--- config.mk ---
export PLATFORM = sky130hd
export DESIGN_NAME = gate_logic_unit
export DESIGN_NICKNAME = d
export VERILOG_FILES = /design/src/rtl/gate_pkg.sv /design/src/rtl/gate_skid_buffer.sv /design/src/rtl/gate_logic_unit.sv
export SDC_FILE = /design/constraint.sdc
export NUM_CORES = 1
export LEC_CHECK = 0
export BUFFER_PORTS_ARGS = -buffer_cell sky130_fd_sc_hd__buf_2
export CAP_MARGIN = 20
export CORE_MARGIN = 5
export CORE_UTILIZATION = 35
export CTS_CLUSTER_SIZE = 8
export DETAILED_ROUTE_END_ITERATION = 10
export REMOVE_ABC_BUFFERS = 1
export SETUP_SLACK_MARGIN = 0.3
export SYNTH_ARGS = -nofsm -noshare
export SYNTH_HDL_FRONTEND = slang
export SYNTH_SLANG_ARGS = --single-unit
--- constraint.sdc ---
create_clock -name clk -period 1.8 [get_ports clk]
set_input_delay 0.27 -clock clk [delete_from_list [all_inputs] [get_ports clk]]
set_output_delay 0.27 -clock clk [all_outputs]
set_load 0.05 [all_outputs]
--- src/rtl/gate_pkg.sv ---
// Shared gate-function encoding and evaluator for the gate logic unit and its bench model.
package gate_pkg;

  localparam int GLU_MAX_W = 64;

  typedef enum logic [2:0] {
    OP_BUF  = 3'd0,
    OP_NOT  = 3'd1,
    OP_AND  = 3'd2,
    OP_OR   = 3'd3,
    OP_XOR  = 3'd4,
    OP_NAND = 3'd5,
    OP_NOR  = 3'd6,
    OP_XNOR = 3'd7
  } op_e;

  // Evaluated at full width; callers truncate to their own operand width.
  function automatic logic [GLU_MAX_W-1:0] glu_eval(input op_e op,
                                                     input logic [GLU_MAX_W-1:0] a,
                                                     input logic [GLU_MAX_W-1:0] b);
    logic [GLU_MAX_W-1:0] r;
    r = '0;
    case (op)
      OP_BUF:  r = a;
      OP_NOT:  r = ~a;
      OP_AND:  r = a & b;
      OP_OR:   r = a | b;
      OP_XOR:  r = a ^ b;
      OP_NAND: r = ~(a & b);
      OP_NOR:  r = ~(a | b);
      OP_XNOR: r = ~(a ^ b);
      default: r = '0;
    endcase
    return r;
  endfunction

endpackage

--- src/rtl/gate_skid_buffer.sv ---
// Two-entry valid/ready register slice: an output stage plus one skid entry.
// in_ready is a flop (the inverse of skid occupancy), so it never sees out_ready combinationally.
module gate_skid_buffer #(
  parameter int W = 8
) (
  input  logic         clk,
  input  logic         rst,
  input  logic         in_valid,
  output logic         in_ready,
  input  logic [W-1:0] in_data,
  output logic         out_valid,
  input  logic         out_ready,
  output logic [W-1:0] out_data
);

  logic         skid_valid;
  logic [W-1:0] skid_data;
  logic         accept;
  logic         load_out;

  assign in_ready = ~skid_valid;
  assign accept   = in_valid & in_ready;
  assign load_out = ~out_valid | out_ready;

  always_ff @(posedge clk or posedge rst) begin
    if (rst) begin
      out_valid  <= 1'b0;
      out_data   <= '0;
      skid_valid <= 1'b0;
      skid_data  <= '0;
    end else if (load_out) begin
      // Skid entry is older than anything at the input, so it drains first.
      if (skid_valid) begin
        out_valid  <= 1'b1;
        out_data   <= skid_data;
        skid_valid <= 1'b0;
      end else if (accept) begin
        out_valid <= 1'b1;
        out_data  <= in_data;
      end else begin
        out_valid <= 1'b0;
      end
    end else if (accept) begin
      skid_valid <= 1'b1;
      skid_data  <= in_data;
    end
  end

endmodule

--- src/rtl/gate_logic_unit.sv ---
// Registered WIDTH-bit bitwise gate unit (BUF/NOT/AND/OR/XOR/NAND/NOR/XNOR) with skid output.
// Define GLU_STATS_EN to add the txn_count port counting completed output transfers.
module gate_logic_unit
  import gate_pkg::*;
#(
  parameter int WIDTH = 8,
  parameter int CNT_W = 16
) (
  input  logic             clk,
  input  logic             rst,
  input  logic             in_valid,
  output logic             in_ready,
  input  op_e              op,
  input  logic [WIDTH-1:0] a,
  input  logic [WIDTH-1:0] b,
  output logic             out_valid,
  input  logic             out_ready,
  output logic [WIDTH-1:0] y
`ifdef GLU_STATS_EN
  ,
  output logic [CNT_W-1:0] txn_count
`endif
);

  if (WIDTH < 1 || WIDTH > GLU_MAX_W || CNT_W < 1) begin : g_bad_param
    $error("gate_logic_unit: WIDTH must be 1..64 and CNT_W at least 1");
  end

  logic [WIDTH-1:0] result;

  assign result = WIDTH'(glu_eval(op, GLU_MAX_W'(a), GLU_MAX_W'(b)));

  gate_skid_buffer #(
    .W(WIDTH)
  ) u_skid (
    .clk      (clk),
    .rst      (rst),
    .in_valid (in_valid),
    .in_ready (in_ready),
    .in_data  (result),
    .out_valid(out_valid),
    .out_ready(out_ready),
    .out_data (y)
  );

`ifdef GLU_STATS_EN
  // Free-running; wraps to zero after all-ones.
  always_ff @(posedge clk or posedge rst) begin
    if (rst) begin
      txn_count <= '0;
    end else if (out_valid && out_ready) begin
      txn_count <= txn_count + 1'b1;
    end
  end
`endif

endmodule

==> key figures, run 1 <==
Status
  • Run status: completed

Floorplanning
  • Initial Util: 0.366
  • Core area: 4410 µm²
  • Die Ht: 78.0 µm
  • DIE AREA: 6080 µm²
  • # IOs: 33
  • Die Wd: 78.0 µm
  • Site row count: 24

Placed design
  • PortBufs: 32
  • Worst slack, placed: 0.168 ns
  • Dpl cells: 259
  • Hpwl dp: 2.73 mm
  • Global placement routability congestion: 0.765

Cells and area
  • Post-Route Utilization: 0.427
  • Fin nets: 251
  • Antenna diode count: 0
  • Area grow syn2layout: 16.6%
  • FF+latch area: 450 µm²
  • Finished Layout Cells: 262
  • Layout fillers: 446
  • Multi-input gate area: 1020 µm²
  • Share of cells above drive strength 1: 0.257

GRT
  • Total GRT Usage: 0.113
  • First-pass GRT wire length: 5.85 mm
  • Initial antenna violation count: 0
  • Grt total ovfl: 0
  • Largest net degree at the start of global routing: 19
  • Vias in the first global route: 1287

Synth
  • Post-synthesis cell area: 1620 µm²
  • Post-synth top area share: 0.279
  • EDFF count, synth: 0
  • Yosys cell types: 42
  • Register area share after synthesis: 0.279
  • FFs w/ async S/R, synth: 1.00
  • Mean Syn Cell Area: 9.08 µm²
  • Synth area leader: dfrtp_1
  • Top cells by count, synth: inv_1, dfrtp_1, ha_1
  • Top_reg_cell synth: dfrtp_1
  • Top post-synthesis cells by area: dfrtp_1, ha_1, mux2i_1
  • Register bit total from synthesis: 18
  • Warnings, synthesis: 0
  • Synth Instances: 178
  • Top-count cell post-synth: inv_1

Pwr
  • Final Total Pwr: 1.39 mW
  • Leak: 0.948 nW
  • Pwr dens: 738 nW/µm²
  • Max IR drop VDD: 264 µV

Clock network
  • Clock Sinks: 18
  • Clk slew on worst S/H paths: 0.06 ns
  • TritonCTS buffer count: 3
  • Postcts setup bufs: 0
  • Largest buffer count on any clock path: 2
  • H-tree depth: 1
  • CTS tree: built
  • CTS root buf: clkbuf_8
  • Clock Latency Late Sink: 0.24 ns

Critical path
  • Worst Path Required: 1.92 ns
  • Slowest CP cell: or3_1
  • Reg2Reg Setup Slack: 0.55 ns
  • Slowest stage delay, CP: 0.34 ns
  • Worst reg2reg endpoint: u_skid.out_data[6]
  • Worst-path cell chain: buf_2 -> inv_1 -> ha_1 -> nor2b_1 -> or3_1 -> a32oi_1 -> o21ai_1
  • Critical path capture point: u_skid.out_data[3]
  • Reg2reg start: u_skid.skid_valid
  • Crit path launch: a[3]
  • Crit path max fanout: 4
  • CP startpoint kind: primary input
  • CP Capture Type: register
  • Setup CP Type: in -> reg
  • Worst EP arrival: 1.50 ns
  • Worst reg-to-reg path cell count: 3

STA
  • Worst-Margin Slew: 0.667 ns
  • Fmax: 0.726 GHz
  • RSZ-0062 raised after global routing: no
  • Max_slew headroom: 0.555
  • Fin. max-slew vios: 0
  • Endpoints failing setup: 0
  • Setup TNS: 0 ns
  • Setup ws final: 0.423 ns
  • Post-layout min period: 1.38 ns
  • Fin crit share: 0.765
  • Layout Skew: 0.00239 ns
  • Final hold vios: 0

Route
  • Post-DRT Antenna Nets: 0
  • Wire length per cell: 13.0 µm
  • DRC: 0
  • Via count: 1373
  • DR vias/cell: 5.24
  • Iter 0 DRT Violations: 42
  • Routed wire length: 3.39 mm
  • Pre-antenna DRT Iters: 4

Min path
  • Min-delay worst type: in -> async

Run
  • Max capacitance violation total: 0
## through the flow
step           area, µm²  hold WS (ns)
2_1_floorplan       1550         0.209
3_3_place_gp        1840         0.398
3_5_place_dp        1840         0.406
4_1_cts             1880         0.141
5_1_grt             1890         0.170
6_report            1890         0.115
## final cells by class
cell class,count,area share
Sequential cell,18,0.239
Clock buffer,3,0.0219
Timing Repair Buffer,39,0.121
Tap cell,52,0.0345
Multi-Input combinational cell,129,0.542
Inverter,21,0.0418
## placed cells by master (no fill, tap or decap), types with 4 or more instances in the layout
cell / instances
o21ai_0: 8
nand2b_1: 5
nand2_1: 11
dfrtp_1: 18
nand3b_1: 5
o31ai_1: 5
o22ai_1: 4
o221ai_1: 5
mux2i_1: 13
inv_1: 21
buf_4: 6
nor2_1: 8
buf_2: 31
mux2_2: 5
a22oi_1: 9
ha_1: 16
## worst min-delay path by stage
stage                     cells after the start  from                  end
after floorplan                               1   rst   u_skid.out_data[0]
after global placement                        2   rst  u_skid.skid_data[0]
after detailed placement                      2   rst  u_skid.skid_data[0]
after CTS                                     2   rst   u_skid.out_data[0]
after global routing                          2   rst  u_skid.skid_data[0]
final                                         2   rst  u_skid.skid_data[0]
## routing by layer
metal / vias to the layer above / track usage / wire length, µm
met5: - / 0 / 0
met4: 0 / 0.0304 / 17
met3: 2 / 0.0208 / 143
met2: 20 / 0.174 / 1540
met1: 637 / 0.160 / 1690
li1: 714 / - / -
## timing repair
item,in CTS,in global routing
endpoints found under the hold margin,0,0
resized for setup,0,1
hold buffers,0,0
setup endpoints to repair,0,1
## cells by family (layout without fill, tap and decap cells)
| kind of cell | after synthesis | in the layout | share of synthesized area |
|---|---|---|---|
| mux | 20 | 20 | 0.134 |
| simple gates | 43 | 43 | 0.144 |
| fa+ha+maj | 16 | 16 | 0.124 |
| compound gates | 50 | 50 | 0.231 |
| buf+inv | 31 | 63 | 0.0890 |
| flops | 18 | 18 | 0.279 |
## report_power, final
group	leakage (nW)	total, mW	switching (mW)	internal [mW]
Clock	0.0216	0.263	0.115	0.148
Combinational	0.705	0.586	0.380	0.206
Sequential	0.221	0.544	0.0481	0.496
## state kept, by name, indices dropped and copies added (netlist names)
register           count
u_skid.out_data        8
u_skid.skid_data       8
u_skid.skid_valid      1
u_skid.out_valid       1
## critical path, delay by kind of cell
kind,cells,cell delay (ns)
compound gates,2,0.38
buf+inv,2,0.17
simple gates,2,0.40
fa+ha+maj,1,0.29
Note: power is estimated with default switching activity, not from simulation.
==> inputs of run 2 (changes only) <==
==> constraint.sdc (replaced) <==
create_clock -name clk -period 1.4 [get_ports clk]
set_input_delay 0.21 -clock clk [delete_from_list [all_inputs] [get_ports clk]]
set_output_delay 0.21 -clock clk [all_outputs]
set_load 0.05 [all_outputs]
==> run 2 against run 1 <==
Net effect: die area is the same; sequential power grew 32%; worst hold slack gained 0.10 ns; first-iteration DRC count grew 140%; cell count grew 11%; core utilization grew 16 points; critical path type is now reg -> reg; highest routed layer unchanged.
==> key figures, run 2 (synthesis gave the netlist of run 1 again) <==
Cells and area
  • Post-Route Utilization: 0.584 (was 0.427)
  • Commonest non-fill, non-tap cell in the layout: buf_4 (was buf_2)
  • Area grow syn2layout: 59.4% (was 16.6%)
  • Fin nets: 279 (was 251)
  • Most frequent cells in the layout: buf_4, buf_6, dfrtp_1, inv_2, mux2i_1 (was buf_2, inv_1, dfrtp_1, ha_1, mux2i_1)
  • Largest regs: u_skid.out_data (8), u_skid.skid_data (8) (unchanged)
  • Share of cells above drive strength 1: 0.544 (was 0.257)
  • Antenna diode count: 0 (unchanged)

Pwr
  • Pwr dens: 845 nW/µm² (was 738 nW/µm²)
  • Leak: 1.18 nW (was 0.948 nW)
  • Max IR drop VDD: 382 µV (was 264 µV)

Placed design
  • PortBufs: 32 (unchanged)
  • Hpwl dp: 2.89 mm (was 2.73 mm)
  • Global placement routability congestion: 0.770 (was 0.765)

Route
  • Iter 0 DRT Violations: 101 (was 42)
  • Post-DRT Antenna Nets: 0 (unchanged)
  • DRC: 0 (unchanged)
  • Routed wire length: 4.30 mm (was 3.39 mm)
  • Pre-antenna DRT Iters: 4 (unchanged)
  • DR vias/cell: 5.44 (was 5.24)
  • Via count: 1582 (was 1373)
  • Wire length per cell: 14.8 µm (was 13.0 µm)

Critical path
  • Worst Path Required: 1.57 ns (was 1.92 ns)
  • Setup CP Type: reg -> reg (was in -> reg)
  • Slowest stage delay, CP: 0.39 ns (was 0.34 ns)
  • Worst-path cell chain: nand2b_4 -> nand3b_1 -> buf_6 -> o31ai_1 (was buf_2 -> inv_1 -> ha_1 -> nor2b_1 -> or3_1 -> a32oi_1 -> o21ai_1)
  • CP startpoint kind: register (was primary input)
  • CP Capture Type: register (unchanged)
  • Slowest CP cell: dfrtp_1 (was or3_1)
  • Crit path max fanout: 8 (was 4)
  • Worst EP arrival: 1.33 ns (was 1.50 ns)

STA
  • Fin crit share: 0.834
  • Worst Hold Slack: 0.216 ns (was 0.115 ns)
  • Post-layout min period: 1.17 ns
  • Endpoints failing setup: 0 (unchanged)
  • Layout Skew: 0.00264 ns (was 0.00239 ns)
  • Setup TNS: 0 ns (unchanged)
  • Fmax: 0.857 GHz
  • Worst-Margin Slew: 0.443 ns (was 0.667 ns)
  • Fin. max-slew vios: 0 (unchanged)
  • Final hold vios: 0 (unchanged)
  • RSZ-0062 raised after global routing: yes (was no)
  • Max_slew headroom: 0.702 (was 0.555)

GRT
  • Vias in the first global route: 1585 (was 1287)
  • Total GRT Usage: 0.138 (was 0.113)
  • Largest net degree at the start of global routing: 19 (unchanged)
  • Grt total ovfl: 0 (unchanged)
  • First-pass GRT wire length: 7.20 mm (was 5.85 mm)
  • Initial antenna violation count: 0 (unchanged)

Floorplanning
  • Die Ht: 78.0 µm (unchanged)
  • Core area: 4410 µm² (unchanged)
  • Initial Util: 0.366 (unchanged)
  • Site row count: 24 (unchanged)
  • DIE AREA: 6080 µm² (unchanged)
  • Die Wd: 78.0 µm (unchanged)
  • # IOs: 33 (unchanged)

Clock network
  • TritonCTS buffer count: 3 (unchanged)
  • Clock Sinks: 18 (unchanged)
  • Largest buffer count on any clock path: 2 (unchanged)
  • CTS tree: built (unchanged)
  • CTS root buf: clkbuf_8 (unchanged)
  • Clock Latency Late Sink: 0.26 ns (was 0.24 ns)
  • H-tree depth: 1 (unchanged)
  • Clk slew on worst S/H paths: 0.07 ns (was 0.06 ns)

Min path
  • Min-delay worst type: in -> reg (was in -> async)

Run
  • Max capacitance violation total: 0 (unchanged)

Status
  • Run status: completed (unchanged)
## run 2: cell types whose count changed in the layout (fill, tap and decap cells not counted), moves of 11 or more
cell,delta
buf_6,+20
inv_1,-17
ha_4,+11
inv_2,+12
buf_4,+27
buf_2,-25
ha_1,-12
## run 2: per-layer routing
metal	GRT usage	vias to the layer above	wire length, µm
li1	-	776	-
met1	0.176	766	1890
met2	0.242	37	2160
met3	0.0162	3	206
met4	0.0389	0	39
met5	0	-	0
## run 2: final timing paths
path,startpoint,to,slack [ns],cells after the start
worst max-delay path,u_skid.out_valid,u_skid.skid_data[4],0.23,4
worst min-delay path,in_valid,u_skid.out_valid,0.22,3
worst max register to register,u_skid.out_valid,u_skid.skid_data[4],0.23,4
worst min register to register,u_skid.skid_data[4],u_skid.skid_data[4],0.50,2
max in group asynchronous,rst,u_skid.out_data[5],0.70,4
min in group asynchronous,rst,u_skid.out_data[0],0.51,4
## run 2: layout make-up
| type | count | area [µm²] |
|---|---|---|
| Tap cell | 52 | 65.1 |
| Inverter | 21 | 91.3 |
| Clock buffer | 4 | 55.1 |
| Timing Repair Buffer | 67 | 643 |
| Sequential cell | 18 | 450 |
| Multi-Input combinational cell | 129 | 1270 |
| Fill cell | 384 | 1840 |
## run 2: what timing repair did
item / 4_1_cts / 5_1_grt
endpoints found under the setup margin: 19 / 23
gates resized for setup: 68 / 44
cloned: 1 / 2
endpoints found under the hold margin: 18 / 0
setup buffers: 2 / 2
hold buffers: 1 / 0
pin swaps: 29 / 16
## run 2: worst max-delay path: cells and delay by family, from the launching register on
kind,cells,cell delay [ns]
buf+inv,1,0.18
compound gates,1,0.21
simple gates,2,0.30
flops,1,0.39
## run 2: report_power, final
group          total, mW  switching (mW)  internal (mW)
clock network      0.424           0.174          0.250
registers          0.720          0.0821          0.637
logic               1.03           0.566          0.467
## run 2: stage by stage
stage	std cells	instance area (µm²)	setup slack [ns]	power (mW)
6_report	291	2580	0.233	2.18
5_1_grt	291	2580	0.177	2.30
4_1_cts	287	2390	0.255	2.09
3_5_place_dp	279	2000	-0.135	1.52
3_3_place_gp	279	2000	-0.0927	1.51
2_1_floorplan	168	1550	-0.200	1.23
